--- src/rtl/i2c_sda_tx_shaper.sv ---
// Open-drain SDA transmit shaper: drives one bit per SCL low phase after a programmable
// data-hold delay, samples it back while SCL is high and flags lost arbitration.
module i2c_sda_tx_shaper (
  input  logic       CLK,
  input  logic       RSTB,
  input  logic       EN,
  input  logic       SCL_IN,
  input  logic       SDA_IN,
  input  logic       TX_BIT,
  input  logic       TX_VALID,
  output logic       TX_READY,
  input  logic [3:0] HOLD_CYC,
  output logic       SDA_OE,
  output logic       BIT_DONE,
  output logic       ARB_LOST
);

  typedef enum logic [2:0] {
    IDLE, WAIT_LOW, HOLD, WAIT_HIGH, SAMPLE, WAIT_FALL, LOST
  } state_e;

  state_e     state_q, state_d;
  logic       scl_meta_q, scl_s_q, sda_meta_q, sda_s_q;
  logic [3:0] cnt_q, cnt_d;
  logic [3:0] hold_lat_q, hold_lat_d;
  logic       bit_q, bit_d;
  logic       sda_oe_q, sda_oe_d;
  logic       arb_lost_q, arb_lost_d;
  logic       armed_q;
  logic       accept;

  // Bus lines idle high, so the synchronizers reset to 1.
  always_ff @(posedge CLK or negedge RSTB) begin
    if (!RSTB) begin
      scl_meta_q <= 1'b1;
      scl_s_q    <= 1'b1;
      sda_meta_q <= 1'b1;
      sda_s_q    <= 1'b1;
    end else begin
      scl_meta_q <= SCL_IN;
      scl_s_q    <= scl_meta_q;
      sda_meta_q <= SDA_IN;
      sda_s_q    <= sda_meta_q;
    end
  end

  // armed_q keeps TX_READY low during reset and until the first edge after it.
  always_ff @(posedge CLK or negedge RSTB) begin
    if (!RSTB) begin
      state_q    <= IDLE;
      cnt_q      <= 4'd0;
      hold_lat_q <= 4'd0;
      bit_q      <= 1'b1;
      sda_oe_q   <= 1'b0;
      arb_lost_q <= 1'b0;
      armed_q    <= 1'b0;
    end else begin
      state_q    <= state_d;
      cnt_q      <= cnt_d;
      hold_lat_q <= hold_lat_d;
      bit_q      <= bit_d;
      sda_oe_q   <= sda_oe_d;
      arb_lost_q <= arb_lost_d;
      armed_q    <= 1'b1;
    end
  end

  assign TX_READY = armed_q & EN & ~arb_lost_q & (state_q == IDLE);
  assign BIT_DONE = (state_q == SAMPLE);
  assign SDA_OE   = sda_oe_q;
  assign ARB_LOST = arb_lost_q;
  assign accept   = TX_VALID & TX_READY;

  always_comb begin
    state_d    = state_q;
    cnt_d      = cnt_q;
    hold_lat_d = hold_lat_q;
    bit_d      = bit_q;
    sda_oe_d   = sda_oe_q;
    arb_lost_d = arb_lost_q;
    if (!EN) begin
      state_d    = IDLE;
      sda_oe_d   = 1'b0;
      arb_lost_d = 1'b0;
    end else begin
      case (state_q)
        IDLE: begin
          if (accept) begin
            bit_d      = TX_BIT;
            hold_lat_d = HOLD_CYC;
            state_d    = WAIT_LOW;
          end
        end
        WAIT_LOW: begin
          if (!scl_s_q) begin
            cnt_d   = hold_lat_q;
            state_d = HOLD;
          end
        end
        // The hold always runs to completion, even if SCL rises early.
        HOLD: begin
          if (cnt_q == 4'd0) begin
            sda_oe_d = ~bit_q;
            state_d  = WAIT_HIGH;
          end else begin
            cnt_d = cnt_q - 4'd1;
          end
        end
        WAIT_HIGH: begin
          if (scl_s_q) state_d = SAMPLE;
        end
        SAMPLE: begin
          if (bit_q && !sda_s_q) begin
            arb_lost_d = 1'b1;
            sda_oe_d   = 1'b0;
            state_d    = LOST;
          end else begin
            state_d = WAIT_FALL;
          end
        end
        WAIT_FALL: begin
          if (!scl_s_q) state_d = IDLE;
        end
        LOST: begin
          sda_oe_d = 1'b0;
        end
        default: state_d = IDLE;
      endcase
    end
  end

endmodule

--- config.mk ---
export PLATFORM = sky130hd
export DESIGN_NAME = i2c_sda_tx_shaper
export DESIGN_NICKNAME = d
export VERILOG_FILES = /design/src/rtl/i2c_sda_tx_shaper.sv
export SDC_FILE = /design/constraint.sdc
export NUM_CORES = 1
export LEC_CHECK = 0
export BUFFER_PORTS_ARGS = -buffer_cell sky130_fd_sc_hd__buf_2
export CAP_MARGIN = 20
export CORE_UTILIZATION = 40
export CTS_BUF_LIST = sky130_fd_sc_hd__clkbuf_4
export CTS_CLUSTER_SIZE = 8
export DETAILED_ROUTE_END_ITERATION = 10
export GPL_TIMING_DRIVEN = 0
export PLACE_DENSITY = 0.71
export SLEW_MARGIN = 20
export SYNTH_ARGS = -nofsm -noshare
export SYNTH_HDL_FRONTEND = slang
export SYNTH_SLANG_ARGS = --single-unit
export TNS_END_PERCENT = 20
--- constraint.sdc ---
create_clock -name CLK -period 1.6 [get_ports CLK]
set_input_delay 0.24 -clock CLK [delete_from_list [all_inputs] [get_ports CLK]]
set_output_delay 0.24 -clock CLK [all_outputs]
set_load 0.01 [all_outputs]
# --- Yosys cells after proc, flatten, opt, wreduce, memory -nomap -nowiden ---
# Cells that the tools add are included.
word_totals:
  ff_bits: 19
  inputBits: 11
  word_cells: 64
  output_inout_bits: 4
classes:
  n_eq_ne: 18
  bitwise_logic: 6
  n_reduce_logical: 10
  n_addsub: 1
  n_mux: 18
op_table:
  columns: ["cell", "count"]
  rows:
  - ["3-bit case mux with 7 select lines", 1]
  - ["3-bit two-way mux", 6]
  - ["3-bit inequality test (second input constant)", 5]
  - ["3-bit equality test (second input constant)", 3]
  - ["4-bit two-way mux", 2]
  - ["4-bit case mux with 2 select lines", 1]
  - ["3-bit by 2-bit equality test with 1-bit output (second input constant)", 2]
  - ["1-bit two-way mux", 6]
  - ["2-bit inequality test (second input constant)", 3]
  - ["3-bit AND reduction", 2]
  - ["6-bit AND reduction", 1]
  - ["1-bit AND", 4]
  - ["4-bit logical NOT", 1]
  - ["2-bit by 1-bit inequality test with 1-bit output (second input constant)", 2]
  - ["4-bit by 1-bit inequality test with 1-bit output (second input constant)", 1]
  - ["4-bit AND reduction", 1]
  - ["4-bit by 1-bit subtractor with 4-bit output (second input constant)", 1]
  - ["3-bit by 1-bit equality test with 1-bit output (second input constant)", 1]
  - ["3-bit logical NOT", 1]
  - ["3-bit by 2-bit inequality test with 1-bit output (second input constant)", 1]
  - ["1-bit case mux with 3 select lines", 1]
  - ["2-bit two-way mux", 1]
  - ["1-bit inverter", 2]
  - ["2-bit AND reduction", 1]
  - ["3 further kinds", 3]

# --- Longest topological paths before layout ---
# Gate-level depths: netlist (run 1).
logic_depth:
  word_depth: 7
  mapped_depth: 6
  ltp_nobuf: 6

# --- Worst setup path before layout (run 1) ---
# OpenSTA, ideal clock, no wires.
synth_path:
  path_kind: "reg-to-reg"
  from: "register arb_lost_q, in the netlist ARB_LOST"
  to: "register hold_lat_q[0]"
  arrival_ns: 1.320
  path_buffers: 0
  required_ns: 1.475
  setup_slack_ns: 0.155
  path_stages_with_launch: 5
  synth_period_minus_slack_ns: 1.445
  setup_time_ns: 0.125
  path_cell_list: "dfrtp_1 nand4bb_2 nor3_4 nand2_4 mux2_4"
synth_between:
  elab_chain_len: 5
synth_rtl:
  columns: ["item", "line", "rtl"]
  rows:
  - ["start, declared", "28", "logic arb_lost_q, arb_lost_d;"]
  - ["start signal, assigned", "63", "arb_lost_q <= arb_lost_d;"]
  - ["1-bit inverter", "68", "assign TX_READY = armed_q & EN & ~arb_lost_q & (state_q == IDLE);"]
  - ["1-bit AND (2 in series)", "68", null]
  - ["net TX_READY", "11", "output logic TX_READY,"]
  - ["1-bit AND", "72", "assign accept = TX_VALID & TX_READY;"]
  - ["3-bit AND reduction (no source line)", null, null]
  - ["end signal, assigned", "60", "hold_lat_q <= hold_lat_d;"]
  - ["end, declared", "25", "logic [3:0] hold_lat_q, hold_lat_d;"]
# The timed path passes the listed nets, and every way through them passes these cells.
# A chain may end at the register's enable or synchronous reset.

# --- Final worst setup path (run 1) ---
layout_path:
  from: "register state_q[0]"
  to: "output BIT_DONE"
layout_between:
  elab_chain_len: 1
layout_rtl:
  columns: ["item", "line", "rtl"]
  rows:
  - ["start, declared", "22", "state_e state_q, state_d;"]
  - ["start signal, assigned", "58", "state_q <= state_d;"]
  - ["3-bit equality test", "69", "assign BIT_DONE = (state_q == SAMPLE);"]
  - ["end, declared", "14", "output logic BIT_DONE,"]
# Every way passes these cells.

==> metrics.yaml, run 1 <==
wl_per_cell_um: 13.5
clock-sinks: 19
placed_cells: 126
ir_drop_mv: 0.814
final_cell_count_no_fill: 132
startpoint_type: "flip-flop"
total_power_mw: 1.20
slew_viol_final: 0
htree_levels: 1
gp_congestion: 0.705
maxCapViolations: 0
crit_fanout: 10
core.rowCount: 17
dieHeight_um: 51.2
r2r_slack_ns: 0.07
final_nets: 117
place_ws_ns: -0.00594
clk_pin_slew_ns: 0.10
vias_per_cell: 5.35
initial_core_util_pct: 43.0
vias: 706
clkLatencyLatePin_ns: 0.29
root_buffer: "clkbuf_4"
arrival_ns: 1.31
drt_iter0_drc: 4
synth_area_per_cell_sq_um: 11.5
crit-reg2reg-launch: "cnt_q[0]"
syn_nets: 96
fin_ws_ns: 0.0545
first_pass_iters: 4
holdPathStages: 1
pwr_density_cell_nw_per_um2: 1030
num_io_pins: 15
setup_viol: 0
routed_wirelength_mm: 1.78
skew_ns: 0.00207
cts_buffer_depth: 2
grtUsageTotal_pct: 14.8
die-area_sq_um: 2630
ant_nets: 0
min_to: "scl_meta_q"
yosysWarnings: 0
grt_max_degree: 20
layout_commonest_cell: "buf_2"
drcViolationCount: 0
crit_required_ns: 1.36
drive_gt1_share_pct: 41.3
synthesis.area_sq_um: 970
yosysSeqAreaShare_pct: 49.7
final_cell_mix: "buf_2 (16), dfrtp_1 (14), a21oi_1 (8)"
worst_slew_pin_slew_ns: 0.494
grt_pass1_wl_mm: 2.89
hp-start: "SCL_IN"
holdWs_ns: 0.0376
slew_headroom_pct: 66.9
cts_buffers: 3
yosysUniqueCellTypes: 35
ys_ff_latch: 19
io_buffers: 14
antenna_found_initial: 0
startpoint: "state_q[0]"
p_leak_nw: 0.509
worst-setup-path-type: "reg -> out"
utilization_pct: 51.9
hpwl_mm: 1.25
status: "completed"
fin_crit_sh_pct: 96.6
timing.rr.end: "state_q[0]"
grt_pass1_vias: 689
hp-class: "in -> reg"
fp.coreArea_sq_um: 2250
syn2layout_area_growth_pct: 20.8
fin_crit_ns: 1.55
dieWidth_um: 51.2
cts_tree: "done"
synthCells: 84
hold_violations: 0
gr-total-overflow: 0
end_kind: "output pin"
r2r_cells: 6
maxClockFrequency_mhz: 647
insertedDiodeCount: 0
-- sequential cells by signal, indices dropped and copies added (netlist names) --
| name | cells |
|---|---|
| sda_s_q | 1 |
| cnt_q | 4 |
| state_q | 3 |
| hold_lat_q | 4 |
| sda_meta_q | 1 |
| bit_q | 1 |
| armed_q | 1 |
| ARB_LOST | 1 |
| SDA_OE | 1 |
| scl_meta_q | 1 |
| scl_s_q | 1 |
-- power by group --
group	switching, mW	internal, mW	leakage (nW)
Combinational	0.134	0.156	0.263
Sequential	0.0855	0.575	0.227
Clock	0.138	0.114	0.0184
-- cell type report --
type / count / area [sq um]
clock buffers: 4 / 30.0
well taps: 28 / 35.0
flip-flops and latches: 19 / 482
fillers: 210 / 1080
inverters: 4 / 15.0
repair buffers: 16 / 87.6
plain buffers: 3 / 21.3
multi-input cells: 58 / 500
-- Yosys cell counts (all sizes together) --
master	number	area share [%]
mux2	5	7.7
and3	1	0.65
nand2	4	2.3
o22ai	2	1.9
nor3	2	2.2
conb	1	0.39
a31o	1	0.90
o21ai	7	3.6
a21oi	8	4.1
nand3b	1	0.77
ha	1	1.3
mux2i	1	1.0
nor2b	3	1.9
nor4bb	2	2.1
clkbuf	1	0.52
nor3b	3	3.4
o211ai	1	0.77
buf	2	1.7
nand3	2	1.0
nand4bb	3	4.0
nor2	2	0.77
dfrtp	14	36
a221oi	1	0.90
nand2b	4	2.6
dfstp	5	14
o2bb2ai	1	0.90
and2	2	1.3
inv	4	1.5
-- critical path, stage by stage, from the launching register on --
cell and delay (ns):
dfrtp_1 0.42, buf_2 0.21, nor3b_2 0.23, buf_2 0.16
-- per-layer routing --
layer	share of wire (%)	track usage [%]
met1	43	18.3
met2	54	26.5
met3	2.3	1.79
met4	0.67	5.41
met5	0	0
-- metrics by stage --
step	TNS (ns)	instance area, sq um
after detailed placement	-0.00821	1070
after global routing	-0.0110	1170
after global placement	0	1070
after CTS	-0.00652	1130
final	0	1170
after floorplan	0	970
-- what timing repair did --
action | 4_1_cts | 5_1_grt
setup endpoints to repair | 3 | 6
setup buffers | 0 | 1
gates resized for setup | 2 | 8
cloned | 0 | 0
endpoints found under the hold margin | 14 | 0
pin swaps | 0 | 3
hold buffers | 1 | 0
-- kinds of logic after synthesis --
group | count (synthesis) | share of synthesized area, %
buffers and inverters | 7 | 3.74
AO/OA/AOI/OAI | 21 | 13.2
adder cells (fa/ha/maj) | 1 | 1.29
other | 1 | 0.387
flip-flops | 19 | 49.7
multiplexers | 6 | 8.77
AND/OR/NAND/NOR | 29 | 23.0
-- worst max path at each step --
stage,to,slack [ns],cells past startpoint
2_1_floorplan,hold_lat_q[0],0.15,4
3_3_place_gp,state_q[0],0.01,6
3_5_place_dp,cnt_q[0],-0.006,6
4_1_cts,TX_READY,-0.007,3
5_1_grt,state_q[0],-0.01,6
6_report,BIT_DONE,0.05,3
(Power assumes the default switching activity.)
==> run 2: changes to the inputs <==
--- a/config.mk
+++ b/config.mk
@@ -9,10 +9,10 @@
 export CAP_MARGIN = 20
 export CORE_UTILIZATION = 40
 export CTS_BUF_LIST = sky130_fd_sc_hd__clkbuf_4
+export CTS_CLUSTER_DIAMETER = 50
 export CTS_CLUSTER_SIZE = 8
 export DETAILED_ROUTE_END_ITERATION = 10
-export GPL_TIMING_DRIVEN = 0
-export PLACE_DENSITY = 0.71
+export PLACE_DENSITY_LB_ADDON = 0.2
 export SLEW_MARGIN = 20
 export SYNTH_ARGS = -nofsm -noshare
 export SYNTH_HDL_FRONTEND = slang
==> run 2 against run 1 <==
  * Fmax down 2.0%
  * Cell count up 1.5%
  * Setup slack worse by 0.032 ns
  * Critical path type is now reg -> reg
  * Largest cell class is now registers
  * Largest power group unchanged
==> metrics.yaml, run 2 (synthesis gave the netlist of run 1 again) <==
status: "completed"
first_pass_iters: 4
pwr_density_cell_nw_per_um2: 1000
maxClockFrequency_mhz: 634
final_cell_mix: "buf_2 (14), dfrtp_1 (13), a21oi_1 (8)"
rsz0062_at_grt: "yes"
cts_buffer_depth: 2
utilization_pct: 51.2
grt_pass1_wl_mm: 2.95
htree_levels: 1
maxCapViolations: 0
wl_met1_um: 823
grt_pass1_vias: 691
drcViolationCount: 0
layout_commonest_cell: "buf_2"
skew_ns: 0.00353
gr-total-overflow: 0
crit_fanout: 9
antenna_found_initial: 0
reg_top3: "cnt_q: 4 flops, hold_lat_q: 4 flops, state_q: 3 flops"
num_io_pins: 15
end_kind: "flip-flop"
gp_congestion: 0.793
wl_per_cell_um: 13.8
vias: 722
p_leak_nw: 0.515
regArea_sq_um: 483
startpoint_type: "flip-flop"
multi_input_area_sq_um: 465
arrival_ns: 1.82
syn2layout_area_growth_pct: 19.0
placed_cells: 127
fp.coreArea_sq_um: 2250
fin_crit_sh_pct: 98.6
core.rowCount: 17
wl_met2_um: 945
clkLatencyLatePin_ns: 0.29
die-area_sq_um: 2630
holdPathStages: 1
cts_buffers: 3
hold_violations: 0
ant_nets: 0
crit_required_ns: 1.84
grt_max_degree: 20
hp-class: "in -> reg"
r2r_slack_ns: 0.02
drt_iter0_drc: 18
cts_tree: "done"
dr.max_layer_used: "met4"
setup_viol: 0
insertedDiodeCount: 0
dieHeight_um: 51.2
io_buffers: 14
routed_wirelength_mm: 1.85
final_nets: 119
total_power_mw: 1.15
fill_cells: 217
r2r_cells: 4
ir_drop_mv: 0.647
fin_crit_ns: 1.58
drive_gt1_share_pct: 39.6
root_buffer: "clkbuf_4"
grtUsageTotal_pct: 15.5
worst-setup-path-type: "reg -> reg"
initial_core_util_pct: 43.0
clk_pin_slew_ns: 0.11
final_cell_count_no_fill: 134
clock-sinks: 19
slew_viol_final: 0
hpwl_mm: 1.34
dieWidth_um: 51.2
wl_met3_um: 68
vias_per_cell: 5.39
## run 2: cell types whose count changed in the layout (fill, tap and decap cells not counted), moves of 2 or more
cell	delta
inv_2	-2
buf_4	+4
buf_2	-2
inv_1	+2
## run 2: routing by layer
layer / up-vias / global-route usage (%)
li1: 345 / -
met1: 359 / 19.4
met4: 0 / 7.66
met3: 2 / 4.17
met5: - / 0
met2: 16 / 24.8
## run 2: path summary, 6_finish.rpt
| kind | startpoint | to |
|---|---|---|
| min reg2reg | sda_meta_q | sda_s_q |
| min in group asynchronous | RSTB | state_q[0] |
| min | SCL_IN | scl_meta_q |
| max | state_q[1] | state_q[0] |
| max in group asynchronous | RSTB | sda_meta_q |
| max reg2reg | state_q[1] | state_q[0] |
## run 2: repair_timing
action,4_1_cts,5_1_grt
gates resized for setup,1,3
hold buffers,1,1
pin swaps,0,0
endpoints found under the setup margin,2,8
setup buffers,1,0
endpoints found under the hold margin,14,1
## run 2: cell type report
| type | count | share of cell area [%] |
|---|---|---|
| Timing Repair Buffer | 21 | 11.1 |
| Clock inverter | 1 | 0.434 |
| Inverter | 4 | 1.30 |
| Clock buffer | 3 | 1.95 |
| Multi-Input combinational cell | 58 | 40.3 |
| Tap cell | 28 | 3.04 |
| Sequential cell | 19 | 41.9 |
## run 2: worst max-delay path, cell delays in order, from the launching register on
cell,delay [ns]
dfrtp_1,0.48
nor4bb_1,0.42
a221oi_1,0.16
nor4bb_1,0.32
a31o_1,0.14
## run 2: report_power, final
part,total [mW],leakage [nW],internal [mW],switching (mW)
clock network,0.239,0.0177,0.0928,0.146
registers,0.658,0.226,0.575,0.0832
logic,0.257,0.271,0.145,0.113
## run 2: stage by stage
stage	setup TNS, ns	cell area (sq um)	setup slack (ns)	hold WS (ns)
2_1_floorplan	0	970	0.155	-0.0556
3_3_place_gp	0	1080	0.105	0.201
3_5_place_dp	0	1080	0.0343	0.203
4_1_cts	0	1130	0.00314	0.0219
5_1_grt	-0.198	1150	-0.0588	0.00890
6_report	0	1150	0.0226	0.0464
==> run 3: changes to the inputs <==
--- a/config.mk
+++ b/config.mk
@@ -7,7 +7,7 @@
 export LEC_CHECK = 0
 export BUFFER_PORTS_ARGS = -buffer_cell sky130_fd_sc_hd__buf_2
 export CAP_MARGIN = 20
-export CORE_UTILIZATION = 40
+export CORE_UTILIZATION = 44
 export CTS_BUF_LIST = sky130_fd_sc_hd__clkbuf_4
 export CTS_CLUSTER_DIAMETER = 50
 export CTS_CLUSTER_SIZE = 8
==> run 3 against run 2 <==
  * Clock-buffer cell count unchanged
  * Critical path depth rose by 3
  * Die area decreased by 8.7%
  * Power grew 5.0%
  * Sequential power is 2% higher
  * Sequential share of layout area decreased by 1.6 points
  * Wire length is 0.49% higher
  * Cell count rose by 0.75%
  * Setup slack improved by 0.019 ns
  * Combinational power grew 20%
  * Utilization increased by 8.5 points
  * Critical endpoint is now SDA_OE
  * Largest cell class is now multi-input combinational cells
==> metrics.yaml, run 3 (synthesis gave the netlist of run 1 again) <==
tns_ns: 0
cts_buffers: 3
fin_crit_ns: 1.56
cpLargestDelayFamily: "flip-flops"
first_pass_iters: 4
vias: 709
worst-setup-path-type: "reg -> reg"
wl_met1_um: 813
grt_pass1_vias: 705
routed_wirelength_mm: 1.86
crit_buf_inv: 2
slew_viol_final: 0
final_cell_count_no_fill: 135
die-area_sq_um: 2400
cts_tree: "done"
setup_viol: 0
htree_levels: 1
placed_cells: 125
postPlaceCellArea_sq_um: 1070
layout_commonest_cell: "buf_2"
fin_crit_sh_pct: 97.4
hp-start: "SDA_IN"
startpoint_type: "flip-flop"
crit_fanout: 3
wl_per_cell_um: 13.8
wl_met3_um: 63
dieWidth_um: 48.9
grt_max_degree: 20
hp-class: "in -> reg"
end_kind: "flip-flop"
skew_ns: 0.00848
syn2layout_area_growth_pct: 24.4
hold_violations: 0
pwr_density_cell_nw_per_um2: 1010
reg_top3: "cnt_q: 4 flops, hold_lat_q: 4 flops, state_q: 3 flops"
antenna_found_initial: 0
hpwl_mm: 1.33
core.rowCount: 16
rsz0062_at_grt: "yes"
maxClockFrequency_mhz: 642
wl_met2_um: 951
arrival_ns: 1.74
grtUsageTotal_pct: 17.9
clk_pin_slew_ns: 0.11
p_leak_nw: 0.521
cts_buffer_depth: 2
initial_core_util_pct: 48.0
final_cell_mix: "buf_2 (14), dfrtp_1 (11), a21oi_1 (8)"
drive_gt1_share_pct: 45.4
final_nets: 121
gr-total-overflow: 0
fp.coreArea_sq_um: 2020
fill_cells: 180
stdcell_area_sq_um: 1210
drt_iter0_drc: 9
dieHeight_um: 48.9
status: "completed"
crit_required_ns: 1.79
insertedDiodeCount: 0
clock-sinks: 19
clkLatencyLatePin_ns: 0.29
vias_per_cell: 5.25
drcViolationCount: 0
root_buffer: "clkbuf_4"
ant_nets: 0
io_buffers: 14
num_io_pins: 15
grt_pass1_wl_mm: 3.18
startpoint: "cnt_q[0]"
ir_drop_mv: 0.798
dr.max_layer_used: "met4"
crit_chain: "inv_2 -> ha_4 -> nor3b_4 -> buf_4 -> mux2i_1 -> o22ai_1 -> and2_1"
crit-reg2reg-launch: "cnt_q[0]"
maxCapViolations: 0
cp_slowest_stage_delay_ns: 0.42
gp_congestion: 0.770
cp_slowest_cell: "dfrtp_1"
==> run 3: cell types whose count changed in the layout (fill, tap and decap cells not counted), sizes merged <==
cell | before | now
buf | 19 | 22
dlygate4sd3 | 2 | 1
==> run 3: routing by layer <==
metal  GRT usage [%]  vias up
li1                -      348
met1            23.2      345
met2            27.5       12
met3            4.98        4
met4            8.82        0
met5               0        -
==> run 3: worst paths after layout <==
kind	slack [ns]	cells after the start	end
worst min-delay path	0.04	1	sda_meta_q
worst min register to register	0.36	0	scl_s_q
max in group asynchronous	0.88	2	scl_s_q
worst max register to register	0.04	7	SDA_OE
min in group asynchronous	0.39	2	cnt_q[2]
worst max-delay path	0.04	7	SDA_OE
==> run 3: where the power goes <==
group	switching, mW	internal (mW)	total (mW)
registers	0.0941	0.576	0.670
logic	0.132	0.176	0.308
clock network	0.142	0.0930	0.235
total	0.367	0.845	1.21
==> run 3: per-stage QoR <==
stage                     power [mW]  hold WS [ns]  worst slack (ns)  util (%)
after floorplan                0.819       -0.0556             0.155         -
after global placement         0.888         0.201            0.0178      53.2
after detailed placement       0.900         0.204           -0.0380      53.2
after CTS                       1.16        0.0216          -0.00967      55.8
after global routing            1.29        0.0116           -0.0401      59.7
final                           1.21        0.0401            0.0416      59.7
==> run 3: layout make-up <==
type / instances / area (sq um) / share of cell area, %
Inverter: 4 / 15.0 / 1.24
Tap cell: 27 / 33.8 / 2.80
Multi-Input combinational cell: 58 / 500 / 41.5
Clock inverter: 1 / 5.00 / 0.415
Sequential cell: 19 / 485 / 40.2
Clock buffer: 3 / 22.5 / 1.87
Timing Repair Buffer: 23 / 144 / 11.9
==> run 3: what timing repair did <==
item | 4_1_cts | 5_1_grt
buffers inserted | 1 | 4
setup endpoints to repair | 5 | 8
endpoints found under the hold margin | 14 | 0
pin swaps | 0 | 5
hold buffers | 1 | 0
gates resized for setup | 3 | 10
